## src/rtl/riscv_loader_pkg.sv

```systemverilog
// Shared definitions for the hex program loader: FSM state encoding and the
// ASCII characters the loader treats specially.
package riscv_loader_pkg;

    typedef enum logic [2:0] {
        StIdle  = 3'd0,
        StRecv  = 3'd1,
        StWrite = 3'd2,
        StDone  = 3'd3,
        StError = 3'd4
    } state_e;

    localparam logic [7:0] CH_DOT = 8'h2E;
    localparam logic [7:0] CH_SP  = 8'h20;
    localparam logic [7:0] CH_TAB = 8'h09;
    localparam logic [7:0] CH_LF  = 8'h0A;
    localparam logic [7:0] CH_CR  = 8'h0D;

endpackage

```

## src/rtl/hex_program_loader_if.sv

```systemverilog
// Character stream in, word-write bus and load status out.
// Carries the checksum signal only when HEX_LOADER_CHECKSUM_EN is defined.
interface hex_program_loader_if;
    logic        start;
    logic        rx_valid;
    logic [7:0]  rx_data;
    logic        rx_ready;
    logic        mem_we;
    logic [31:0] mem_addr;
    logic [31:0] mem_wdata;
    logic        load_busy;
    logic        load_done;
    logic        load_error;
    logic [15:0] word_count;
`ifdef HEX_LOADER_CHECKSUM_EN
    logic [31:0] checksum;

    modport master (
        output start, rx_valid, rx_data,
        input  rx_ready, mem_we, mem_addr, mem_wdata, load_busy, load_done, load_error,
               word_count, checksum
    );
    modport slave (
        input  start, rx_valid, rx_data,
        output rx_ready, mem_we, mem_addr, mem_wdata, load_busy, load_done, load_error,
               word_count, checksum
    );
`else
    modport master (
        output start, rx_valid, rx_data,
        input  rx_ready, mem_we, mem_addr, mem_wdata, load_busy, load_done, load_error,
               word_count
    );
    modport slave (
        input  start, rx_valid, rx_data,
        output rx_ready, mem_we, mem_addr, mem_wdata, load_busy, load_done, load_error,
               word_count
    );
`endif
endinterface

```

## src/rtl/ascii_hex_decode.sv

```systemverilog
// Combinational classifier for one ASCII character: hex digit (with value),
// whitespace, or end marker.
module ascii_hex_decode
    import riscv_loader_pkg::*;
(
    input  logic [7:0] rx_data_i,
    output logic       is_hex_o,
    output logic [3:0] nibble_o,
    output logic       is_ws_o,
    output logic       is_end_o
);

    always_comb begin
        is_hex_o = 1'b0;
        nibble_o = 4'h0;
        if (rx_data_i >= 8'h30 && rx_data_i <= 8'h39) begin
            is_hex_o = 1'b1;
            nibble_o = rx_data_i[3:0];
        end else if ((rx_data_i >= 8'h41 && rx_data_i <= 8'h46) ||
                     (rx_data_i >= 8'h61 && rx_data_i <= 8'h66)) begin
            // 'A'/'a' have low nibble 1, so +9 maps them onto 10..15
            is_hex_o = 1'b1;
            nibble_o = rx_data_i[3:0] + 4'd9;
        end
        is_ws_o  = (rx_data_i == CH_SP) || (rx_data_i == CH_TAB) ||
                   (rx_data_i == CH_LF) || (rx_data_i == CH_CR);
        is_end_o = (rx_data_i == CH_DOT);
    end

endmodule

```

## src/rtl/hex_program_loader.sv

```systemverilog
// Assembles 8-digit ASCII hex groups into 32-bit words and writes them to
// consecutive word addresses. Optional HEX_LOADER_CHECKSUM_EN adds a running sum.
module hex_program_loader
    import riscv_loader_pkg::*;
#(
    parameter logic [31:0] BASE_ADDR = 32'h0000_0000,
    parameter int unsigned MAX_WORDS = 256
) (
    input logic                 clk,
    input logic                 rst,
    hex_program_loader_if.slave bus_io
);

    localparam logic [15:0] MaxWordsW = 16'(MAX_WORDS);

    state_e      state_q;
    logic [27:0] shift_q;
    logic [2:0]  digit_cnt_q;
    logic        mem_we_q;
    logic [31:0] mem_addr_q;
    logic [31:0] mem_wdata_q;
    logic        done_q;
    logic        error_q;
    logic [15:0] word_count_q;
`ifdef HEX_LOADER_CHECKSUM_EN
    logic [31:0] checksum_q;
`endif

    logic        is_hex;
    logic        is_ws;
    logic        is_end;
    logic [3:0]  nibble;
    logic        char_fault;
    logic        char_finish;

    ascii_hex_decode u_decode (
        .rx_data_i (bus_io.rx_data),
        .is_hex_o  (is_hex),
        .nibble_o  (nibble),
        .is_ws_o   (is_ws),
        .is_end_o  (is_end)
    );

    // Classify the offered character against the current word position.
    always_comb begin
        char_finish = is_end && (digit_cnt_q == 3'd0);
        if (is_hex) begin
            char_fault = (word_count_q == MaxWordsW);
        end else if (is_ws || is_end) begin
            char_fault = (digit_cnt_q != 3'd0);
        end else begin
            char_fault = 1'b1;
        end
    end

    always_ff @(posedge clk or posedge rst) begin
        if (rst) begin
            state_q      <= StIdle;
            shift_q      <= '0;
            digit_cnt_q  <= '0;
            mem_we_q     <= 1'b0;
            mem_addr_q   <= BASE_ADDR;
            mem_wdata_q  <= '0;
            done_q       <= 1'b0;
            error_q      <= 1'b0;
            word_count_q <= '0;
`ifdef HEX_LOADER_CHECKSUM_EN
            checksum_q   <= '0;
`endif
        end else begin
            mem_we_q <= 1'b0;
            if (bus_io.start) begin
                // A write already strobing this cycle completes; the new load
                // simply starts over from the base address.
                state_q      <= StRecv;
                shift_q      <= '0;
                digit_cnt_q  <= '0;
                mem_addr_q   <= BASE_ADDR;
                done_q       <= 1'b0;
                error_q      <= 1'b0;
                word_count_q <= '0;
`ifdef HEX_LOADER_CHECKSUM_EN
                checksum_q   <= '0;
`endif
            end else begin
                case (state_q)
                    StRecv: begin
                        if (bus_io.rx_valid) begin
                            if (char_fault) begin
                                state_q <= StError;
                                error_q <= 1'b1;
                            end else if (char_finish) begin
                                state_q <= StDone;
                                done_q  <= 1'b1;
                            end else if (is_hex) begin
                                if (digit_cnt_q == 3'd7) begin
                                    mem_wdata_q <= {shift_q, nibble};
                                    mem_we_q    <= 1'b1;
                                    digit_cnt_q <= '0;
                                    state_q     <= StWrite;
                                end else begin
                                    shift_q     <= {shift_q[23:0], nibble};
                                    digit_cnt_q <= digit_cnt_q + 3'd1;
                                end
                            end
                        end
                    end
                    StWrite: begin
                        mem_addr_q   <= mem_addr_q + 32'd4;
                        word_count_q <= word_count_q + 16'd1;
`ifdef HEX_LOADER_CHECKSUM_EN
                        checksum_q   <= checksum_q + mem_wdata_q;
`endif
                        state_q      <= StRecv;
                    end
                    default: begin
                    end
                endcase
            end
        end
    end

    assign bus_io.rx_ready   = (state_q == StRecv);
    assign bus_io.load_busy  = (state_q == StRecv) || (state_q == StWrite);
    assign bus_io.mem_we     = mem_we_q;
    assign bus_io.mem_addr   = mem_addr_q;
    assign bus_io.mem_wdata  = mem_wdata_q;
    assign bus_io.load_done  = done_q;
    assign bus_io.load_error = error_q;
    assign bus_io.word_count = word_count_q;
`ifdef HEX_LOADER_CHECKSUM_EN
    assign bus_io.checksum   = checksum_q;
`endif

endmodule

```

## src/flat_wrapper.sv

```systemverilog
// flat-port wrapper written by rule: the top's interface ports become plain ports
module hex_program_loader_flat import riscv_loader_pkg::*;
#(
    parameter logic [31:0] BASE_ADDR = 32'h0000_0000,
    parameter int unsigned MAX_WORDS = 256
)
  (clk, rst, bus_io_start, bus_io_rx_valid, bus_io_rx_data, bus_io_rx_ready, bus_io_mem_we, bus_io_mem_addr, bus_io_mem_wdata, bus_io_load_busy, bus_io_load_done, bus_io_load_error, bus_io_word_count);
  hex_program_loader_if bus_io_i ();
  input logic clk;
  input logic rst;
  input wire logic [$bits(bus_io_i.start)-1:0] bus_io_start;
  input wire logic [$bits(bus_io_i.rx_valid)-1:0] bus_io_rx_valid;
  input wire logic [$bits(bus_io_i.rx_data)-1:0] bus_io_rx_data;
  output wire logic [$bits(bus_io_i.rx_ready)-1:0] bus_io_rx_ready;
  output wire logic [$bits(bus_io_i.mem_we)-1:0] bus_io_mem_we;
  output wire logic [$bits(bus_io_i.mem_addr)-1:0] bus_io_mem_addr;
  output wire logic [$bits(bus_io_i.mem_wdata)-1:0] bus_io_mem_wdata;
  output wire logic [$bits(bus_io_i.load_busy)-1:0] bus_io_load_busy;
  output wire logic [$bits(bus_io_i.load_done)-1:0] bus_io_load_done;
  output wire logic [$bits(bus_io_i.load_error)-1:0] bus_io_load_error;
  output wire logic [$bits(bus_io_i.word_count)-1:0] bus_io_word_count;
  assign bus_io_i.start = bus_io_start;
  assign bus_io_i.rx_valid = bus_io_rx_valid;
  assign bus_io_i.rx_data = bus_io_rx_data;
  assign bus_io_rx_ready = bus_io_i.rx_ready;
  assign bus_io_mem_we = bus_io_i.mem_we;
  assign bus_io_mem_addr = bus_io_i.mem_addr;
  assign bus_io_mem_wdata = bus_io_i.mem_wdata;
  assign bus_io_load_busy = bus_io_i.load_busy;
  assign bus_io_load_done = bus_io_i.load_done;
  assign bus_io_load_error = bus_io_i.load_error;
  assign bus_io_word_count = bus_io_i.word_count;
  hex_program_loader #(.BASE_ADDR(BASE_ADDR), .MAX_WORDS(MAX_WORDS)) u_core (.clk(clk), .rst(rst), .bus_io(bus_io_i));
endmodule
```

## config.mk

```make
export PLATFORM = sky130hd
export DESIGN_NAME = hex_program_loader_flat
export DESIGN_NICKNAME = d
export VERILOG_FILES = /design/src/rtl/riscv_loader_pkg.sv /design/src/rtl/hex_program_loader_if.sv /design/src/rtl/ascii_hex_decode.sv /design/src/rtl/hex_program_loader.sv /design/src/flat_wrapper.sv
export SDC_FILE = /design/constraint.sdc
export NUM_CORES = 1
export LEC_CHECK = 0
export ABC_AREA = 1
export CELL_PAD_IN_SITES_DETAIL_PLACEMENT = 1
export CELL_PAD_IN_SITES_GLOBAL_PLACEMENT = 2
export CORE_ASPECT_RATIO = 0.9
export CORE_MARGIN = 1.5
export CORE_UTILIZATION = 31
export CTS_BUF_LIST = sky130_fd_sc_hd__clkbuf_16
export CTS_CLUSTER_SIZE = 16
export DETAILED_ROUTE_END_ITERATION = 8
export MAX_ROUTING_LAYER = met4
export PLACE_DENSITY = 0.88
export SETUP_SLACK_MARGIN = 0.1
export SLEW_MARGIN = 10
export SYNTH_ARGS = -nofsm -noshare
export SYNTH_HDL_FRONTEND = slang
export SYNTH_HIERARCHICAL = 1
export SYNTH_SLANG_ARGS = --single-unit
```

## constraint.sdc

```tcl
create_clock -name clk -period 5.5 [get_ports clk]
set_input_delay 1.1 -clock clk [delete_from_list [all_inputs] [get_ports clk]]
set_output_delay 1.1 -clock clk [all_outputs]
set_load 0.01 [all_outputs]
```

[Yosys cells after proc, flatten, opt, wreduce, memory -nomap -nowiden]
Index checks and enable logic that the tools add are counted.
Cells by class
  reductions and logical operators: 25
  add/subtract/negate cells: 4
  bitwise logic cells: 3
  equal/unequal tests: 15
  mux-type cells: 47
  order comparisons: 6
Operators by type and width (count)
  $mux W28: 7
  $mux W32: 2
  $mux W3: 13
  $add A32 B3 Y32 const B: 1
  $mux W16: 2
  $eq A8 B4 Y1 const B: 3
  $mux W1: 20
  $add A16 B1 Y16 const B: 1
  $eq A16 B9 Y1 const B: 1
  $eq A8 B6 Y1 const B: 2
  $ge A8 B7 Y1 const B: 2
  $le A8 B7 Y1 const B: 2
  $reduce_bool A2 Y1: 6
  $ne A5 B2 Y1 const B: 2
  $ge A8 B6 Y1 const B: 1
  $le A8 B6 Y1 const B: 1
  $mux W4: 2
  $reduce_and A4 Y1: 2
  $reduce_and A7 Y1: 1
  $logic_or A1 B1 Y1: 6
  $ne A2 B2 Y1 const B: 3
  $pmux W3 S2: 1
  $reduce_and A6 Y1: 1
  $reduce_bool A3 Y1: 2
  11 further kinds: 16
Storage, ports and cells
  output and inout port bits: 85
  logic and storage cells: 109
  input port bits: 12
  register bits after elaboration: 117

[Longest topological paths before layout]
  word-level depth: 12
  gate-level depth with buffers: 16
  depth with buffers taken out: 15

[Hierarchy]
The synthesis kept the hierarchy.
By module, submodules not included
  hex_program_loader: cells an instance 730, instances 1, sequential area each 2877.8 sq um, area an instance 5800.6 sq um
  ascii_hex_decode: cells an instance 50, instances 1, sequential area each 0.0 sq um, area an instance 259.0 sq um

[Worst setup path after synthesis]
No wires, ideal clock.
  path kind: input to register
  start point: input port bus_io_rx_data[0]
  end point: register u_core.shift_q[0]
  stages on the path: 15
  arrival: 2529 ps
  required time: 5384 ps
  path buffers: 1
  slack: 2854 ps
  setup time: 116 ps
  path through: inv_1 > ha_1 > nand3_1 > nand3_1 > nand2_1 > inv_1 > nand2_1 > nand2_4 > inv_4 > nand2_4 > nand2_4 > nand2_8 > buf_12 > nand2_1 > nand2_1
Between the ends
  elaborated cells between the ends (all ways): 38
  classes of those cells: add/sub (1); order compare (6); eq/ne (7); mux (13); reduce/logical (11)
RTL lines
  start: declaration: RTL line flat_wrapper.sv:13  | input wire logic [$bits(bus_io_i.rx_data)-1:0] bus_io_rx_data;
  $ge A8 B7 Y1 (tied with other cells): RTL line ascii_hex_decode.sv:19  | end else if ((rx_data_i >= 8'h41 && rx_data_i <= 8'h46) ||
  $logic_and A1 B1 Y1, on equally long branches: RTL line ascii_hex_decode.sv:19, ascii_hex_decode.sv:20
  $logic_or A1 B1 Y1: RTL line ascii_hex_decode.sv:19
  $mux W1: RTL line ascii_hex_decode.sv:19
  $mux W1 (*): RTL line ascii_hex_decode.sv:16  | if (rx_data_i >= 8'h30 && rx_data_i <= 8'h39) begin
  net u_core.is_hex: RTL line hex_program_loader.sv:29  | logic is_hex;
  $mux W1: RTL line hex_program_loader.sv:47  | if (is_hex) begin
  $ne A2 B2 Y1 (no source line)
  $reduce_and A6 Y1 (no source line) (*)
  end signal: assignment: RTL line hex_program_loader.sv:102  | shift_q <= {shift_q[23:0], nibble};
  end: declaration: RTL line hex_program_loader.sv:17  | logic [27:0] shift_q;
The timed path passes the listed nets; every way through them passes the cells marked *. The select of a mux whose other input is x is not followed.
A chain may end at the register's enable or synchronous reset.

[Worst setup path after layout]
  start point: input port bus_io_rx_data[0]
  end point: register u_core.mem_wdata_q[23], in the netlist u_core/bus_io.mem_wdata[23]
Between the ends
  elaborated cells between the ends (all ways): 27
  classes of those cells: order compare (6); eq/ne (5); mux (4); bitwise (2); reduce/logical (10)
RTL lines
  $ge A8 B7 Y1 (tied with other cells): RTL line ascii_hex_decode.sv:19
  $logic_and A1 B1 Y1, on equally long branches: RTL line ascii_hex_decode.sv:19, ascii_hex_decode.sv:20
  $logic_or A1 B1 Y1: RTL line ascii_hex_decode.sv:19
  $mux W1: RTL line ascii_hex_decode.sv:19
  $mux W1 (*): RTL line ascii_hex_decode.sv:16
  net u_core.is_hex: RTL line hex_program_loader.sv:29
  $mux W1: RTL line hex_program_loader.sv:47
  $not A1 Y1 (no source line)
  $reduce_and A7 Y1 (no source line) (*)
  end signal: assignment: RTL line hex_program_loader.sv:97  | mem_wdata_q <= {shift_q, nibble};
  end: declaration: RTL line hex_program_loader.sv:21  | logic [31:0] mem_wdata_q;
The timed path passes the listed nets; every way through them passes the cells marked *.

==> results by group <==
Run status
  • Status: completed

Drt
  • Iter 0 DRT Violations: 301
  • Final WL: 17800 µm
  • Drt wl/cell: 15.7 µm
  • TritonRoute pass-1 iters: 5
  • Post-route DRC: 0
  • Vias: 5525
  • Vias per cell: 4.87
  • Final antenna-violating net count: 0

Worst setup path
  • Register-to-Register Setup Slack: 2880 ps
  • Critical path arrival: between 4000 and 5000 ps
  • Worst R2R End: u_core/bus_io.mem_wdata[23]
  • Reg2Reg Launch Point: u_core/digit_cnt_q[0]
  • Worst-case reg-to-reg path depth: 12
  • Setup CP Type: primary input to register
  • Worst Path Required: ~5900 ps
  • Max Fanout on Critical Path: 33
  • Setup crit start: bus_io_rx_data[0]
  • Crit start category: primary input
  • Setup crit end kind: register

Timing
  • Slew at the pin closest to its max-slew limit: 1030 ps
  • Fin. Hold Viols: 0
  • Final Critical Period: 3800 ps
  • Slew HR: 31.5%
  • RSZ-0062 raised after global routing: no
  • Period utilization: 69.1%
  • Clock Skew: 12.6 ps
  • Final setup violation count: 0
  • Hold WS: 467 ps
  • Slew Limit Fails: 0
  • Peak Freq: 0.263 GHz
  • Setup_tns: 0 ps

Floorplan
  • Die height: 136 µm
  • Die width: 150 µm
  • Initial Util: between 30% and 40%
  • # rows: 48
  • I/O pin count: 97
  • Core box area: 19200 µm²
  • Die ar.: slightly above 20000 µm²

Flow run
  • Max Cap Violations: 0

Cells and area
  • Layout area overhead: 28.1%
  • Ant. Diodes: 0
  • Number of nets in the layout: 893
  • Number of fill cells: 2317
  • Multi-input gate area: approximately 2700 µm²
  • Register area: 2880 µm²
  • Layout cells sized above 1: 8.48%

Global routing
  • Global Route Usage Sum: between 10% and 20%
  • Number of global-route vias before repair: 5640
  • First-pass GRT wire length: 29100 µm
  • Largest net degree at the start of global routing: 45
  • GRT Residual Overflow: 0
  • Antenna violations before repair: 0

Min path
  • WHS Path Cells: 2
  • WHS Endpoint: u_core/state_q[2]
  • Worst hold path type: register to register
  • Min-delay src: u_core/state_q[2]

Clocking
  • Post-CTS Resized: 0
  • Root Buffer Master: clkbuf_16
  • Postcts setup bufs: 0
  • TritonCTS clock tree: done
  • Reg clk slew, reported paths: 50 ps
  • CTS sink count: 115
  • Clock buffer depth: 2
  • CTS H-tree depth: 4
  • Worst-Skew Late Latency: between 400 and 500 ps
  • Cts hold-fix bufs: 0
  • Num CTS Buffers: 17

Placed design
  • DPL Wire Length: around 12000 µm
  • Number of I/O port buffers: 94
  • GP Congestion: 0.818

Pwr
  • Leak Pwr: 0.00365 µW
  • Max rail drop VDD: roughly 170 µV
  • Pwr dens: between 200 and 300 nW/µm²

Synth
  • Synth cell types: 43
  • Top FF cell, synth: dfrtp_1
  • Seq/Total Area, Yosys: between 40% and 50%
  • Seq cells post-synth: 115
  • Cell count after synthesis: 780
  • Asr flop ratio synth: 100%
  • YS warnings: 6
  • Post-Syn Area: 6060 µm²
  • Syn_area_per_cell: between 7 and 8 µm²
  • Number of flops mapped to enable cells by yosys: 0
worst max path at each step:
stage	end	slack [ps]	cells after the start
after floorplan	u_core/bus_io.load_done	1360	1
after global placement	u_core/bus_io.mem_wdata[5]	1300	14
after detailed placement	u_core/bus_io.mem_wdata[4]	1210	14
after CTS	u_core/bus_io.mem_wdata[4]	1660	14
after global routing	u_core/bus_io.mem_wdata[28]	1330	13
final	u_core/bus_io.mem_wdata[23]	1700	14
cells in the mapped netlist (3+ instances only):
master	instances	share of area [%]
dfrtp_1	115	47
o21ai_0	31	2.6
nor3b_1	3	0.37
nand2_2	7	0.72
inv_2	4	0.25
a21oi_1	27	2.2
clkbuf_1	7	0.43
nand2_1	268	17
nand2_4	4	0.74
nor2_2	13	1.3
o21ai_1	3	0.25
nand3_1	66	5.5
inv_1	67	4.2
nor2_1	59	3.7
nor3_1	21	1.7
nand3_2	4	0.66
buf_4	8	0.99
buf_2	7	0.58
nand4_1	26	2.7
ha_1	10	2.1
layout make-up:
cell class              count  share of cell area [%]
well taps                 250                    4.03
repair buffers             97                    12.4
flip-flops and latches    115                    37.1
clock buffers              17                    5.48
inverters                  73                    3.66
clock inverters            15                    2.21
multi-input cells         567                    35.1
registers in the layout, indices dropped and copies added, names as in the netlist:
signal / count
u_core/bus_io.mem_addr: 30
u_core/shift_q: 28
u_core/bus_io.mem_we: 1
u_core/bus_io.load_done: 1
u_core/digit_cnt_q: 3
u_core/state_q: 3
u_core/bus_io.mem_wdata: 32
u_core/bus_io.word_count: 16
u_core/bus_io.load_error: 1
worst max-delay path: stages:
cell and delay (ps):
clkdlybuf4s50_1 550, inv_1 110, ha_1 250, nand3_1 150, nand3_1 110, nand2_1 210, inv_1 70, nand2_1 130
nand2_4 90, inv_4 80, nand4_4 400, inv_2 660, nand2_1 120, nand2_1 90
through the flow:
step                      utilization, %  worst slack [ps]  std cells  area (µm²)  total power [µW]
after floorplan                        -              1360        781        6060               934
after global placement              37.4              1300       1102        7160               973
after detailed placement            37.4              1210       1102        7160               973
after CTS                           40.5              1660       1134        7760              2120
after global routing                40.5              1330       1134        7760              2170
final                               40.5              1700       1134        7760              2080
cell usage in the layout (no fill, tap or decap), types with 5 or more instances in the layout:
master and instances:
a21oi_1 27, clkbuf_16 17, clkdlybuf4s50_1 94, clkinv_1 5
dfrtp_1 115, ha_1 10, inv_1 67, nand2_1 268
nand2_2 7, nand3_1 66, nand4_1 26, nor2_1 59
nor2_2 13, nor3_1 21, o21ai_0 31
where the power goes:
| group | internal, µW | switching, µW | total, µW | leakage, µW |
|---|---|---|---|---|
| Sequential | 851 | 3.14 | 854 | 0.00160 |
| Combinational | 29.9 | 71.9 | 102 | 0.00174 |
| Clock | 744 | 383 | 1130 | 0.000299 |
routing by layer:
| layer | part of all wire, % | up-vias | track usage, % |
|---|---|---|---|
| li1 | - | 2705 | - |
| met1 | 50 | 2720 | 26.2 |
| met2 | 46 | 96 | 27.9 |
| met3 | 3.7 | 4 | 4.28 |
| met4 | 0.44 | 0 | 5.07 |
| met5 | 0 | - | - |
cells by family after synthesis:
logic type	Yosys count	share of synthesized area [%]
adder cells (fa/ha/maj)	10	2.06
other	1	0.0619
flip-flops	115	47.5
AO/OA/AOI/OAI	68	5.99
AND/OR/NAND/NOR	487	36.8
buffers and inverters	99	7.60
Power figures use the tool's default switching activity.
